**src/rtl/serial_subtractor_pkg.sv**
```systemverilog
// Shared arithmetic definitions for the serial subtractor datapath.
package arith_pkg;

  typedef enum logic [1:0] {
    IDLE = 2'd0,
    RUN  = 2'd1,
    DONE = 2'd2
  } sub_state_t;

  localparam int SUB_MIN_WIDTH = 2;

endpackage

```
**src/rtl/serial_subtractor_fs.sv**
```systemverilog
// One-bit full subtractor cell: d = x - y - bi, with borrow-out bo.
module fs (
  input  logic x,
  input  logic y,
  input  logic bi,
  output logic d,
  output logic bo
);

  assign d  = x ^ y ^ bi;
  assign bo = (~x & y) | (~x & bi) | (y & bi);

endmodule

```
**src/rtl/serial_subtractor.sv**
```systemverilog
// Bit-serial unsigned subtractor: computes (a - b - bin) one bit per clock
// through a single full-subtractor cell, LSB first, with a start/ready
// handshake and a one-cycle done pulse when diff/bout are updated.
module serial_subtractor
  import arith_pkg::*;
#(
  parameter int WIDTH = 4
) (
  input  logic             clk,
  input  logic             rst_n,
  input  logic             start,
  input  logic [WIDTH-1:0] a,
  input  logic [WIDTH-1:0] b,
  input  logic             bin,
  output logic             ready,
  output logic [WIDTH-1:0] diff,
  output logic             bout,
  output logic             done
);

  localparam int CW = $clog2(WIDTH);

  if (WIDTH < SUB_MIN_WIDTH || WIDTH > 32) begin : g_bad_width
    $fatal(1, "serial_subtractor: WIDTH must be in 2..32");
  end

  sub_state_t       state_q;
  sub_state_t       state_d;
  logic [WIDTH-1:0] a_sr;
  logic [WIDTH-1:0] b_sr;
  // Result bits collected so far; the final bit goes straight into diff.
  logic [WIDTH-2:0] r_sr;
  logic [WIDTH-1:0] r_next;
  logic             brw_q;
  logic [CW-1:0]    cnt_q;
  logic [WIDTH-1:0] diff_q;
  logic             bout_q;
  logic             d_bit;
  logic             bo_bit;
  logic             last_bit;

  fs u_fs (
    .x  (a_sr[0]),
    .y  (b_sr[0]),
    .bi (brw_q),
    .d  (d_bit),
    .bo (bo_bit)
  );

  assign last_bit = (cnt_q == CW'(WIDTH - 1));
  assign r_next   = {d_bit, r_sr};

  // State register.
  always_ff @(posedge clk or negedge rst_n) begin
    if (!rst_n) state_q <= IDLE;
    else        state_q <= state_d;
  end

  // Next-state decode: RUN lasts exactly WIDTH cycles, DONE exactly one.
  always_comb begin
    state_d = state_q;
    case (state_q)
      IDLE:    if (start) state_d = RUN;
      RUN:     if (last_bit) state_d = DONE;
      DONE:    state_d = IDLE;
      default: state_d = IDLE;
    endcase
  end

  // Serial datapath: load on accept, then shift one bit per RUN cycle.
  always_ff @(posedge clk or negedge rst_n) begin
    if (!rst_n) begin
      a_sr  <= '0;
      b_sr  <= '0;
      r_sr  <= '0;
      brw_q <= 1'b0;
      cnt_q <= '0;
    end else if (state_q == IDLE && start) begin
      a_sr  <= a;
      b_sr  <= b;
      brw_q <= bin;
      cnt_q <= '0;
    end else if (state_q == RUN) begin
      a_sr  <= {1'b0, a_sr[WIDTH-1:1]};
      b_sr  <= {1'b0, b_sr[WIDTH-1:1]};
      r_sr  <= r_next[WIDTH-1:1];
      brw_q <= bo_bit;
      if (!last_bit) cnt_q <= cnt_q + 1'b1;
    end
  end

  // Output registers: updated only on the final bit, held otherwise.
  always_ff @(posedge clk or negedge rst_n) begin
    if (!rst_n) begin
      diff_q <= '0;
      bout_q <= 1'b0;
    end else if (state_q == RUN && last_bit) begin
      diff_q <= r_next;
      bout_q <= bo_bit;
    end
  end

  assign diff  = diff_q;
  assign bout  = bout_q;
  assign ready = (state_q == IDLE);
  assign done  = (state_q == DONE);

endmodule

```
**config.mk**
```make
export PLATFORM = sky130hd
export DESIGN_NAME = serial_subtractor
export DESIGN_NICKNAME = d
export VERILOG_FILES = /design/src/rtl/serial_subtractor_pkg.sv /design/src/rtl/serial_subtractor_fs.sv /design/src/rtl/serial_subtractor.sv
export SDC_FILE = /design/constraint.sdc
export NUM_CORES = 1
export LEC_CHECK = 0
export CORE_ASPECT_RATIO = 1.2
export CORE_MARGIN = 2
export CORE_UTILIZATION = 53
export DETAILED_ROUTE_END_ITERATION = 7
export GPL_TIMING_DRIVEN = 0
export PLACE_DENSITY = 0.88
export SKIP_CTS_REPAIR_TIMING = 1
export SYNTH_ARGS = -nofsm -noshare
export SYNTH_HDL_FRONTEND = slang
export SYNTH_SLANG_ARGS = --single-unit
```
**constraint.sdc**
```tcl
create_clock -name clk -period 1.85 [get_ports clk]
set_input_delay 0.37 -clock clk [delete_from_list [all_inputs] [get_ports clk]]
set_output_delay 0.37 -clock clk [all_outputs]
set_load 0.05 [all_outputs]
```
# == Word-level counts from Yosys, hierarchy flattened ==
# Cells that the tools add are included.
# W data, S select, Z words.
# word_totals
register_bits,21
out_inout_bits,7
word_cells,43
# op_classes
addsub,1
eq_ne,6
muxes,12
bitwise,9
n_reduce_logical,7
# op_table
operator,count
$mux W4,4
$mux W2,5
$reduce_and A2 Y1,3
$eq A2 B2 Y1 const B,2
$ne A2 B2 Y1 const B,2
$pmux W2 S2,1
$and A1 B1 Y1,3
$add A2 B1 Y2 const B,1
$eq A2 B1 Y1 const B,1
$logic_and A1 B1 Y1,2
$logic_not A2 Y1,1
$mux W1,2
$ne A2 B1 Y1 const B,1
$not A1 Y1,2
$or A1 B1 Y1,2
$reduce_bool A2 Y1,1
$xor A1 B1 Y1,2

# == Depth between registers and ports, before layout ==
# Gate-level depths: netlist (run 1).
# logic_depth
depth_word,6
ltp_mapped,5

# == Modules after synthesis ==
# A second synthesis (run 1) with hierarchy kept.
# unflattened
cells_unflattened,87
area_unflattened_um2,944.7
# by_module_without_submodules
module,n_inst,cells_per_inst,area_per_inst_um2
serial_subtractor,1,84,917.1
fs,1,3,27.5

# == Worst setup path before layout (run 1) ==
# Ideal clock, no wire load.
# synth_timing
kind,reg-to-reg
start,register state_q[0]
end,register a_sr[1]
setup_time_ns,0.123
arrival_time_ns,1.482
required_time_ns,1.727
slack_ns,0.245
path_stages_with_launch,5
n_path_buf,1
synth_period_minus_slack_ns,1.605
cell_sequence,dfrtp_1 buf_4 nor2_1 nand3b_1 o221a_2
# synth_via
elab_chain_cells,3
word_cells_on_any_way,5
cone_classes,eq/ne (1); mux (1); reduce/logical (3)
# synth_lines
element,line_no,source
start: declaration,serial_subtractor.sv:27,sub_state_t state_q;
start signal: assignment,serial_subtractor.sv:56,else state_q <= state_d;
$logic_not A2 Y1 *,--,
net ready,serial_subtractor.sv:15,"output logic ready,"
$logic_and A1 B1 Y1 *,serial_subtractor.sv:78,end else if (state_q == IDLE && start) begin
$mux W4 or $reduce_bool A2 Y1 (tied branches),--,
end signal: assignment,serial_subtractor.sv:84,"a_sr <= {1'b0, a_sr[WIDTH-1:1]};"
end: declaration,serial_subtractor.sv:29,logic [WIDTH-1:0] a_sr;
# The timed path passes the listed nets; every way through them passes the cells marked *.
# A chain may end at the register's enable or synchronous reset.

# == Worst setup path in the final report (run 1) ==
# layout_timing
start,register state_q[1]
end,output done
# layout_via
elab_chain_cells,1
# layout_lines
element,line_no,source
$eq A2 B2 Y1,serial_subtractor.sv:106,assign done = (state_q == DONE);
end: declaration,serial_subtractor.sv:18,output logic done
# Every way passes these cells.

==> results_dict.tcl, run 1 <==
set metrics [dict create \
    fmax_ghz 0.580 \
    synth_xor_area_frac 0 \
    arrival_ns 1.36 \
    synth-compound-area-share 0.185 \
    synth.top_cells.by_area "dfrtp_1, mux2_4, o22ai_1, a21oi_1, o21ai_0" \
    drt-initial-drc-count 23 \
    place_area_um2 1180 \
    fp.dieW_um 43.3 \
    critPathKind "reg2out" \
    grtUsageTotal 0.205 \
    clockRootBuffer "clkbuf_4" \
    synth-simple-area-share 0.107 \
    grt_util_met2 0.343 \
    cts_num_sinks 21 \
    synth_edf_count 0 \
    yosysMostFrequentCell "dfrtp_1" \
    p_leak_nw 0.606 \
    yosysSeqAreaShare 0.536 \
    cp_cell_sequence "buf_6, inv_1, nor2_1, clkbuf_2" \
    portBuffers 18 \
    p_sw_uw 956 \
    cts_tree "built" \
    drt-vias-per-instance 5.82 \
    hold_path.class "reg2reg" \
    finalInstanceArea_um2 1210 \
    worst_path_max_delay_cell "dfrtp_1" \
    drv_cap 0 \
    rsz0062_at_grt "no" \
    period_needed_ns 1.73 \
    synthDistinctLibCells 24 \
    synthMuxAreaShare 0.0880 \
    grt_pass1_wl_um 3360 \
    grt_max_degree 22 \
    wl_um 1920 \
    outcome "finished clean" \
    gr-usage-met1 0.271 \
    ys_async_sr_fraction 1.00 \
    final-setup-viol-count 0 \
    syn_area_um2 981 \
    total_power_mw 2.25 \
    diodes 0 \
    ir_worst_vdd_uv 886 \
    synthCells 84 \
    drtPass1Iterations 5 \
    synth_top_area_share 0.536 \
    syn_nets 98 \
    antenna_found_initial 0 \
    dp_hpwl_um 1370 \
    worst_pin_slew_ns 0.934 \
    slowest_delay_ns 0.39 \
    required_ns 1.48 \
    skew_ns 0.00462 \
    synth_fa_ha_area_frac 0.0332 \
    start_kind "flip-flop" \
    comb_power_share 0.537 \
    clockBufferDepth 2 \
    clockPowerShare 0.095 \
    area_growth_syn_to_layout_pct 23.9 \
    powerDensity_nw_per_um2 1850 \
    die-area_um2 2210 \
    placed_cells 121 \
    row_count 17 \
    pin_count 19 \
    p_int_mw 1.30 \
    ys.flop_type "dfrtp_1" \
    core_area_um2 1790 \
    cp_max_fo 10 \
    yosysTopAreaCell "dfrtp_1" \
    die_h_um 51.1 \
    busiest_layer "met2" \
    clk_pin_slew_ns 0.12 \
    postRouteAntennaNets 0 \
    postSynthAreaPerCell_um2 11.7 \
    place_congestion 0.741 \
    gr-usage-met3 0.0318 \
    p_sw_frac 0.425 \
    yosysWarnings 0 \
    drv_slew 0 \
    ys_ff_latch 21 \
    cts_made_buffers 3 \
    min_period_over_period 0.932 \
    layoutNonFillerInstCount 125 \
    num_vias 728 \
    cp-end-kind "primary output" \
    drt-wirelength-per-cell_um 15.3 \
    synthTopCellsByCount "dfrtp_1, o22ai_1, a21oi_1" \
    power_frac_seq 0.368 \
    synth_top_family_by_area "compound AO/OA/AOI/OAI gates" \
    maxSlewHeadroom 0.376 \
    finalHoldViolations 0 \
    initial_core_util 0.549 \
    grt-ovfl-total 0 \
    clkLatencyLatePin_ns 0.30 \
    grt_pass1_vias 730 \
    nNetsFinal 121 \
    fin_hold_ws_ns 0.499 \
    cts_max_level 1 \
    final_layout_size_suffix_gt1_frac 0.189 \
    drc_errors 0 \
]
logic make-up after synthesis:
family	count (synthesis)
AOI/OAI and AO/OA	30
adders and majority gates	2
buffers and inverters	8
DFF	21
muxes	6
and+or+nand+nor	17
metal layers:
metal	vias up	part of all wire
li1	350	-
met1	350	0.43
met2	26	0.51
met3	2	0.044
met4	0	0.0099
met5	-	0
through the flow:
step | util | setup TNS (ns) | setup WS [ns]
floorplan | - | 0 | 0.245
global route | 0.680 | 0 | 0.0226
detailed placement | 0.663 | -0.0730 | -0.0574
CTS | 0.679 | -0.784 | -0.406
finish | 0.680 | 0 | 0.125
global placement | 0.663 | -0.0532 | -0.0448
critical path, delay by kind of cell, from the launching register on:
| kind | cells | cell delay, ns |
|---|---|---|
| buffers and inverters | 3 | 0.55 |
| and+or+nand+nor | 1 | 0.13 |
| DFF | 1 | 0.39 |
layout make-up:
type                       count  area, um2
fill                         149        572
sequential                    21        526
multi-input combinational     55        405
timing repair buffer          18        183
buffer                         4       35.0
tap                           19       23.8
clock buffer                   3       22.5
inverter                       4       15.0
clock inverter                 1       5.00
power groups by stage:
stage	combinational (mW)	clock (mW)	sequential, mW
finish	1.21	0.215	0.828
global route	1.32	0.241	0.864
CTS	1.23	0.223	0.832
detailed placement	1.23	0	0.840
global placement	1.18	0	0.822
floorplan	0.744	0	0.992
path summary, 6_finish.rpt:
check,from,endpoint,depth (start not counted),slack (ns)
hold / removal,diff[3],diff[3],2,0.50
setup / recovery,state_q[1],done,4,0.12
min in group asynchronous,rst_n,a_sr[1],1,0.58
max in group asynchronous,rst_n,diff[1],1,0.70
setup reg to reg,cnt_q[0],diff[1],3,0.50
hold reg to reg,diff[3],diff[3],2,0.50
layout by cell type (no fill, tap or decap):
master and count:
dfrtp_1 21, o22ai_1 12, clkdlybuf4s50_1 11, a21oi_1 8, o21ai_0 6, nor2_1 5, mux2_4 5, nand2_1 5
dlymetal6s2s_1 5, inv_1 4, clkbuf_4 3, buf_6 2, o2bb2ai_1 2, clkbuf_2 2, buf_4 1, buf_2 1
nand2b_1 1, nand2b_4 1, and2b_2 1, or2_0 1, a22oi_1 1, nand3b_4 1, mux2_2 1, nor3_1 1
nand3b_1 1, o221a_2 1, fa_1 1, ha_1 1, clkinv_2 1
registers in the layout, summed over array words and instances (netlist names):
signal,count
bout,1
state_q,2
cnt_q,2
diff,4
b_sr,4
a_sr,4
r_sr,3
brw_q,1
Note: power is estimated with default switching activity, not from simulation.
==> inputs of run 2 (changes only) <==
- CORE_ASPECT_RATIO: 1.2 -> not set
==> run 2 against run 1 <==
  * Non-clock buffer count unchanged
  * Setup slack improved by 0.00061 ns
  * Largest cell class unchanged
  * Final area grew 0.62%
  * Largest power group unchanged
  * Clock skew fell by 0.0012 ns
  * Wire length down 2.8%
  * Via count rose by 1.8%
  * Utilization increased by 2.8 points
  * Die area is essentially flat
  * Global-route usage down 1.9 points
==> results_dict.tcl, run 2 (same netlist as run 1, synthesis figures left out) <==
set metrics [dict create \
    pin_count 19 \
    clockRootBuffer "clkbuf_4" \
    grt-ovfl-total 0 \
    period_needed_ns 1.72 \
    critPathKind "reg2out" \
    area_growth_syn_to_layout_pct 24.6 \
    post-route-util 0.708 \
    clk_pin_slew_ns 0.12 \
    drt-wirelength-per-cell_um 14.2 \
    finalInstanceArea_um2 1220 \
    r2r_cells 3 \
    cp_cell_sequence "buf_6, inv_1, nor2_1, clkbuf_2" \
    p_leak_nw 0.606 \
    fp.dieW_um 47.0 \
    wl_um 1860 \
    path_depth 4 \
    postRouteAntennaNets 0 \
    drt-initial-drc-count 10 \
    ir_worst_vdd_uv 953 \
    cp-end-kind "primary output" \
    finalHoldViolations 0 \
    rsz0062_at_grt "no" \
    drtPass1Iterations 4 \
    fmax_ghz 0.580 \
    cp_num_buf_inv 3 \
    placed_cells 127 \
    mostFrequentLayoutCells "dfrtp_1, o22ai_1, clkdlybuf4s50_1" \
    num_vias 741 \
    die-area_um2 2210 \
    arrival_ns 1.35 \
    grt_pass1_vias 666 \
    outcome "finished clean" \
    setup.worst_path.end "done" \
    final-setup-viol-count 0 \
    start_kind "flip-flop" \
    critical_path.startpoint "state_q[1]" \
    drv_slew 0 \
    grt_max_degree 22 \
    layoutNonFillerInstCount 131 \
    dp_hpwl_um 1370 \
    worst_pin_slew_ns 0.936 \
    clockBufferDepth 2 \
    final_layout_size_suffix_gt1_frac 0.189 \
    nNetsFinal 121 \
    skew_ns 0.00345 \
    maxSlewHeadroom 0.374 \
    hold_path.class "reg2reg" \
    required_ns 1.48 \
    place_congestion 0.731 \
    grt_pass1_wl_um 2850 \
    final_common_cell "dfrtp_1" \
    r2r_end "diff[1]" \
    row_count 15 \
    diodes 0 \
    whs_path_depth 2 \
    crit_family "buffers and inverters" \
    initial_core_util 0.568 \
    drt-vias-per-instance 5.66 \
    cts_max_level 1 \
    drc_errors 0 \
    antenna_found_initial 0 \
    cp_max_fo 10 \
    powerDensity_nw_per_um2 1840 \
    drv_cap 0 \
    cts_made_buffers 3 \
    portBuffers 18 \
    grtUsageTotal 0.186 \
    die_h_um 47.0 \
    place_area_um2 1190 \
    core_area_um2 1730 \
    worst_path_max_delay_cell "dfrtp_1" \
    cts_num_sinks 21 \
    slowest_delay_ns 0.41 \
    cts_tree "built" \
    rrSetupSlack_ns 0.51 \
    min_period_over_period 0.932 \
    r2r_start "cnt_q[0]" \
    clkLatencyLatePin_ns 0.31 \
]
==> run 2: cell counts in the layout (fill, tap and decap cells not counted) <==
No cell type changed its count.
==> run 2: per-stage QoR <==
stage	setup WS [ns]	power [mW]	TNS (ns)	hold WS, ns
after floorplan	0.245	1.74	0	0.0744
final	0.126	2.26	0	0.500
after global placement	-0.0397	2.00	-0.0397	0.465
after CTS	-0.404	2.29	-0.807	0.515
after detailed placement	-0.0416	2.07	-0.0416	0.487
after global routing	0.0548	2.40	0	0.538
==> run 2: power by group <==
| part | total (mW) | internal (mW) | leakage [nW] | switching [mW] |
|---|---|---|---|---|
| clock | 0.223 | 0.0809 | 0.0177 | 0.142 |
| combinational | 1.20 | 0.536 | 0.333 | 0.667 |
| sequential | 0.829 | 0.679 | 0.255 | 0.149 |
==> run 2: area by class of cell <==
| cell class | instances | area, um2 |
|---|---|---|
| Buffer | 4 | 35.0 |
| Clock buffer | 3 | 22.5 |
| Clock inverter | 1 | 5.00 |
| Fill cell | 138 | 504 |
| Inverter | 4 | 15.0 |
| Multi-Input combinational cell | 55 | 405 |
| Sequential cell | 21 | 526 |
| Tap cell | 25 | 31.3 |
| Timing Repair Buffer | 18 | 183 |
==> run 2: worst min-delay path by stage <==
stage / endpoint / slack (ns) / from
2_1_floorplan: a_sr[0] / 0.07 / rst_n
3_3_place_gp: diff[3] / 0.46 / diff[3]
4_1_cts: diff[3] / 0.52 / diff[3]
6_report: diff[3] / 0.50 / diff[3]
5_1_grt: diff[2] / 0.54 / diff[2]
3_5_place_dp: diff[3] / 0.49 / diff[3]
==> run 2: worst min-delay path, cell delays in order (launching register included) <==
cell and delay, ns:
dfrtp_1 0.36, nand2_1 0.05, o21ai_0 0.06
==> run 2: metal layers <==
layer / track usage / up-vias / share of wire
li1: - / 349 / -
met1: 0.243 / 361 / 0.42
met2: 0.293 / 26 / 0.51
met3: 0.0346 / 5 / 0.047
met4: 0.100 / 0 / 0.018
met5: 0 / - / 0
==> inputs of run 3 (changes only) <==
- CORE_ASPECT_RATIO: not set -> 0.7
- CORE_UTILIZATION: 53 -> 49
- GPL_ROUTABILITY_DRIVEN: not set -> 0
- PLACE_DENSITY: 0.88 -> 0.83
- clock period: 1.85 -> 1.7 ns (I/O delays scaled with it)
==> run 3 against run 2 <==
  * Global-route usage fell by 0.83 points
  * Combinational power grew 10%
  * Final area increased by 0.10%
  * Utilization is 5.4 points lower
  * Wire length up 3.2%
  * First-iteration DRC count rose by 50%
  * Critical path type unchanged
  * Critical endpoint unchanged
  * Largest cell class unchanged
  * Largest power group unchanged
==> results_dict.tcl, run 3 (same netlist as run 1, synthesis figures left out) <==
set metrics [dict create \
    outcome "finished clean" \
    portBuffers 18 \
    ir_worst_vdd_uv 1190 \
    worst_path_max_delay_cell "dfrtp_1" \
    grt_max_degree 22 \
    grtUsageTotal 0.178 \
    cts_tree "built" \
    comb_power_share 0.536 \
    cp_cell_sequence "buf_6, inv_1, nor2_1, clkbuf_4" \
    drt-wirelength-per-cell_um 15.0 \
    grt_pass1_vias 703 \
    final_layout_size_suffix_gt1_frac 0.189 \
    placed_cells 124 \
    cp_max_fo 10 \
    grt_pass1_wl_um 3200 \
    drv_cap 0 \
    clk_pin_slew_ns 0.12 \
    antenna_found_initial 0 \
    maxSlewHeadroom 0.361 \
    critPathKind "reg2out" \
    cp-end-kind "primary output" \
    diodes 0 \
    fmax_ghz 0.596 \
    die_h_um 41.4 \
    p_leak_nw 0.607 \
    area_growth_syn_to_layout_pct 24.7 \
    required_ns 1.36 \
    core_area_um2 1870 \
    initial_core_util 0.524 \
    clockRootBuffer "clkbuf_4" \
    whs_path_depth 2 \
    min_period_over_period 0.987 \
    pin_count 19 \
    p_sw_frac 0.423 \
    p_int_mw 1.42 \
    clkLatencyLatePin_ns 0.30 \
    min_to "diff[3]" \
    r2r_start "cnt_q[0]" \
    fin_hold_ws_ns 0.490 \
    skew_ns 0.000488 \
    hold_start "diff[3]" \
    drt-vias-per-instance 5.69 \
    cts_max_level 1 \
    power_frac_seq 0.365 \
    final-setup-viol-count 0 \
    cts_num_sinks 21 \
    clockPowerShare 0.099 \
    rsz0062_at_grt "yes" \
    r2r_end "bout" \
    final_common_cell "dfrtp_1" \
    worst_pin_slew_ns 0.955 \
    drc_errors 0 \
    period_needed_ns 1.68 \
    clockBufferDepth 2 \
    layoutNonFillerInstCount 128 \
    wl_um 1920 \
    r2r_cells 3 \
    rrSetupSlack_ns 0.37 \
    slowest_delay_ns 0.41 \
    num_vias 728 \
    row_count 13 \
    dp_hpwl_um 1360 \
    fp.dieW_um 57.5 \
    arrival_ns 1.34 \
    finalHoldViolations 0 \
    grt-ovfl-total 0 \
    cts_made_buffers 3 \
    p_sw_mw 1.04 \
    die-area_um2 2380 \
    postRouteAntennaNets 0 \
    powerDensity_nw_per_um2 2010 \
    tns_ns 0 \
    drtPass1Iterations 4 \
    nNetsFinal 121 \
    mostFrequentLayoutCells "dfrtp_1, o22ai_1, clkdlybuf4s50_1" \
    drt-initial-drc-count 15 \
    hold_path.class "reg2reg" \
    start_kind "flip-flop" \
    drv_slew 0 \
]
run 3: critical path, delay by kind of cell, from the launching register on:
family	cells	cell delay (ns)
DFF	1	0.41
and+or+nand+nor	1	0.06
buffers and inverters	3	0.55
run 3: per-layer routing:
| layer | GRT usage | routed length, um |
|---|---|---|
| met5 | 0 | 0 |
| met1 | 0.237 | 942 |
| met2 | 0.277 | 831 |
| met3 | 0.0654 | 135 |
| met4 | 0.0419 | 13 |
run 3: per-stage QoR:
step | util | setup slack (ns) | total power, mW | instance area, um2
4_1_cts | 0.650 | -0.538 | 2.49 | 1220
5_1_grt | 0.654 | -0.0669 | 2.64 | 1220
3_5_place_dp | 0.635 | -0.179 | 2.25 | 1190
3_3_place_gp | 0.635 | -0.166 | 2.19 | 1190
6_report | 0.654 | 0.0225 | 2.46 | 1220
2_1_floorplan | - | 0.0952 | 1.89 | 981
run 3: worst max path at each step:
| stage | start | endpoint | slack (ns) | cells after the start |
|---|---|---|---|---|
| 2_1_floorplan | state_q[0] | a_sr[1] | 0.1 | 4 |
| 3_3_place_gp | state_q[1] | done | -0.17 | 4 |
| 3_5_place_dp | state_q[1] | done | -0.18 | 4 |
| 4_1_cts | state_q[1] | done | -0.54 | 4 |
| 5_1_grt | state_q[1] | done | -0.07 | 4 |
| 6_report | state_q[1] | done | 0.02 | 4 |
run 3: cell type report:
type,count,area (um2)
buffer,4,35.0
clock buffer,3,22.5
clock inverter,1,5.00
fill,153,647
inverter,4,15.0
multi-input combinational,55,405
sequential,21,526
tap,22,27.5
timing repair buffer,18,188
run 3: power by group through the flow:
stage	Clock [mW]	Sequential, mW	Combinational, mW
floorplan	0	1.08	0.810
global route	0.275	0.931	1.44
finish	0.244	0.898	1.32
global placement	0	0.900	1.29
CTS	0.253	0.902	1.34
detailed placement	0	0.914	1.33
==> patch, RTL diff (config.mk and constraints of run 2) <==
Set the parameter `WIDTH` to 16 (it was 4).
--- a/src/rtl/serial_subtractor.sv
+++ b/src/rtl/serial_subtractor.sv
@@ -6,3 +6,3 @@
 #(
-  parameter int WIDTH = 4
+  parameter int WIDTH = 16
 ) (
Ports: changed (resized a, b and diff); port bits go from 19 to 55. The function was not compared with the original's and may differ.
==> patch against run 2 <==
Total power rose to 2.9 times the old value. Setup slack worse by 3.4 ps. Sequential share of layout area up 3.1 points. Combinational power up 100%. Sequential cell count up 50. First-iteration DRC count rose to 7.2 times the old value. Routed wire length rose to 3.1 times the old value. Cell area rose to 3.2 times the old value. Sequential power rose to 3.1 times the old value. Register-to-register slack worse by 320 ps. Synthesized area rose to 3.0 times the old value. Critical path type unchanged. Largest cell class unchanged. Highest routed layer unchanged.
==> patch: results (changes against run 2) <==
Synth
  • Fraction of registers with async set/reset: 100% (unchanged)
  • Post-synthesis sequential area ratio: 60.5% (+7.0 points)
  • Commonest cells in the netlist: 112 x nand2_1, 71 x dfrtp_1, 31 x a22oi_1, 9 x mux2_2, 8 x mux2_4
  • Top cells by area, synth: dfrtp_1 61%, nand2_1 14%, a22oi_1 7.9%, mux2_4 4.1%, mux2_2 3.5%
  • Netlist cell types: 28 (+17%)
  • Post-Synthesis Net Count: 311 (+220%)
  • Syn Inst Count: 273 (+230%)

Worst setup path
  • Worst path slowest cell: dfrtp_1
  • Critical path's top delay family: flip-flops
  • Depth of the most critical reg-to-reg path: 5 (+2)
  • RR Startpoint: state_q[1]
  • CP max stage delay: 460 ps (+50 ps)
  • Worst Path Required: 1480 ps (about the same)
  • Worst setup path category: reg -> out
  • R2R Path End: a_sr[8]
  • Worst-path fanout max: 6 (-4)
  • R2r setup slk: 190 ps (-320 ps)

Layout
  • Fill cells: 406 (+190%)
  • Share of cells above drive strength 1: 12.5% (-6.3 points)
  • Nets: 376 (+210%)
  • # diodes: 0 (unchanged)

Place
  • HPWL Detailed: 3920 um (+190%)
  • DP Cell Count: 399 (+210%)
  • GPL Wtd Cong: 0.735 (+0.49%)
  • # port buffers: 54 (+36)
  • Dpl ws: -201 ps (-159 ps)

Global route
  • GRT Util Overall: 20.5% (+1.9 points)
  • Global-route wire length before repair: 9730 um (+240%)
  • Pin count of the biggest net entering global routing: 72 (+230%)
  • Initial antenna violation count: 0 (unchanged)

Timing
  • Clock Skew: 7.85 ps (+4.41 ps)
  • Slew headroom: 43.4% (+6.0 points)

Hold path
  • Hold Crit Class: in -> async

Power
  • Pleak: 2.14 nW (+250%)
  • Peak VDD IR: 0.000835 V (-12%)

Drt
  • Vias per inst: 5.24 (-7.3%)
  • Vias post-DR: 2176 (+190%)
  • Iteration-0 DRC Markers: 72 (+62)
  • Final WL: 5710 um (+210%)

CTS
  • CTS buffer count: 9 (+6)
  • Reg clk slew, reported paths: 80 ps (-40 ps)
  • CTS H-Tree Depth: 3 (+2)
  • Clk Tree Root Cell: clkbuf_8
  • Skew-Pair Late Insertion Delay: 340 ps (+30 ps)

Status
  • Status: completed
==> patch: cell count changes in the layout (fill, tap and decap cells not counted), moves of 12 or more <==
| cell | change |
|---|---|
| a22oi_1 | +30 |
| clkdlybuf4s50_1 | +23 |
| dfrtp_1 | +50 |
| dlymetal6s2s_1 | +14 |
| nand2_1 | +107 |
| o22ai_1 | -12 |
==> patch: metal layers <==
layer	global-route usage, %	part of all wire, %	vias to the layer above
met1	25.9	45	1061
li1	-	-	1049
met5	0	0	-
met4	8.25	1.9	0
met3	5.29	4.1	9
met2	34.1	49	57
==> patch: worst max path at each step <==
stage               to  slack, ps  cells after the start
2_1_floorplan     done        320                      1
3_3_place_gp   a_sr[4]      -1840                      1
3_5_place_dp   a_sr[8]       -200                      6
4_1_cts           done       -290                      2
5_1_grt        a_sr[7]          5                      6
6_report          done        120                      2
==> patch: kinds of logic (layout without fill, tap and decap cells) <==
logic type               Yosys count  in the layout  synth area share [%]
AND/OR/NAND/NOR                  126            126                  17.6
flip-flops                        71             71                  60.5
AO/OA/AOI/OAI                     37             37                  9.16
multiplexers                      19             19                  8.23
buffers and inverters             18             88                  3.37
adder cells (fa/ha/maj)            2              2                  1.11
==> patch: worst reg2reg max path, cell delays in order (launching register included) <==
cell and delay, ps:
dfrtp_1 450, nor3b_1 410, buf_2 300, buf_2 260, a22oi_1 110, nand2_1 80
==> patch: metrics by stage <==
step / hold slack [ps] / utilization (%) / power (mW) / instance area, um^2
after global routing: 208 / 70.9 / 6.98 / 3850
after detailed placement: 463 / 65.5 / 5.12 / 3560
after floorplan: 74.4 / - / 4.32 / 2940
after CTS: 169 / 70.0 / 6.63 / 3810
final: 145 / 70.9 / 6.55 / 3850
after global placement: 457 / 65.6 / 4.99 / 3570
==> patch: report_power, final <==
part | total (mW) | switching, mW | internal (mW) | leakage (nW)
combinational | 2.45 | 1.46 | 0.994 | 1.10
clock | 1.49 | 0.593 | 0.900 | 0.120
sequential | 2.61 | 0.416 | 2.19 | 0.916
==> patch: final cells by class <==
| cell class | instances | area (um^2) | area share, % |
|---|---|---|---|
| plain buffers | 16 | 91.3 | 2.37 |
| clock buffers | 9 | 124 | 3.21 |
| clock inverters | 7 | 120 | 3.12 |
| inverters | 2 | 7.51 | 0.195 |
| multi-input cells | 184 | 1060 | 27.5 |
| flip-flops and latches | 71 | 1780 | 46.1 |
| well taps | 72 | 90.1 | 2.34 |
| repair buffers | 54 | 586 | 15.2 |
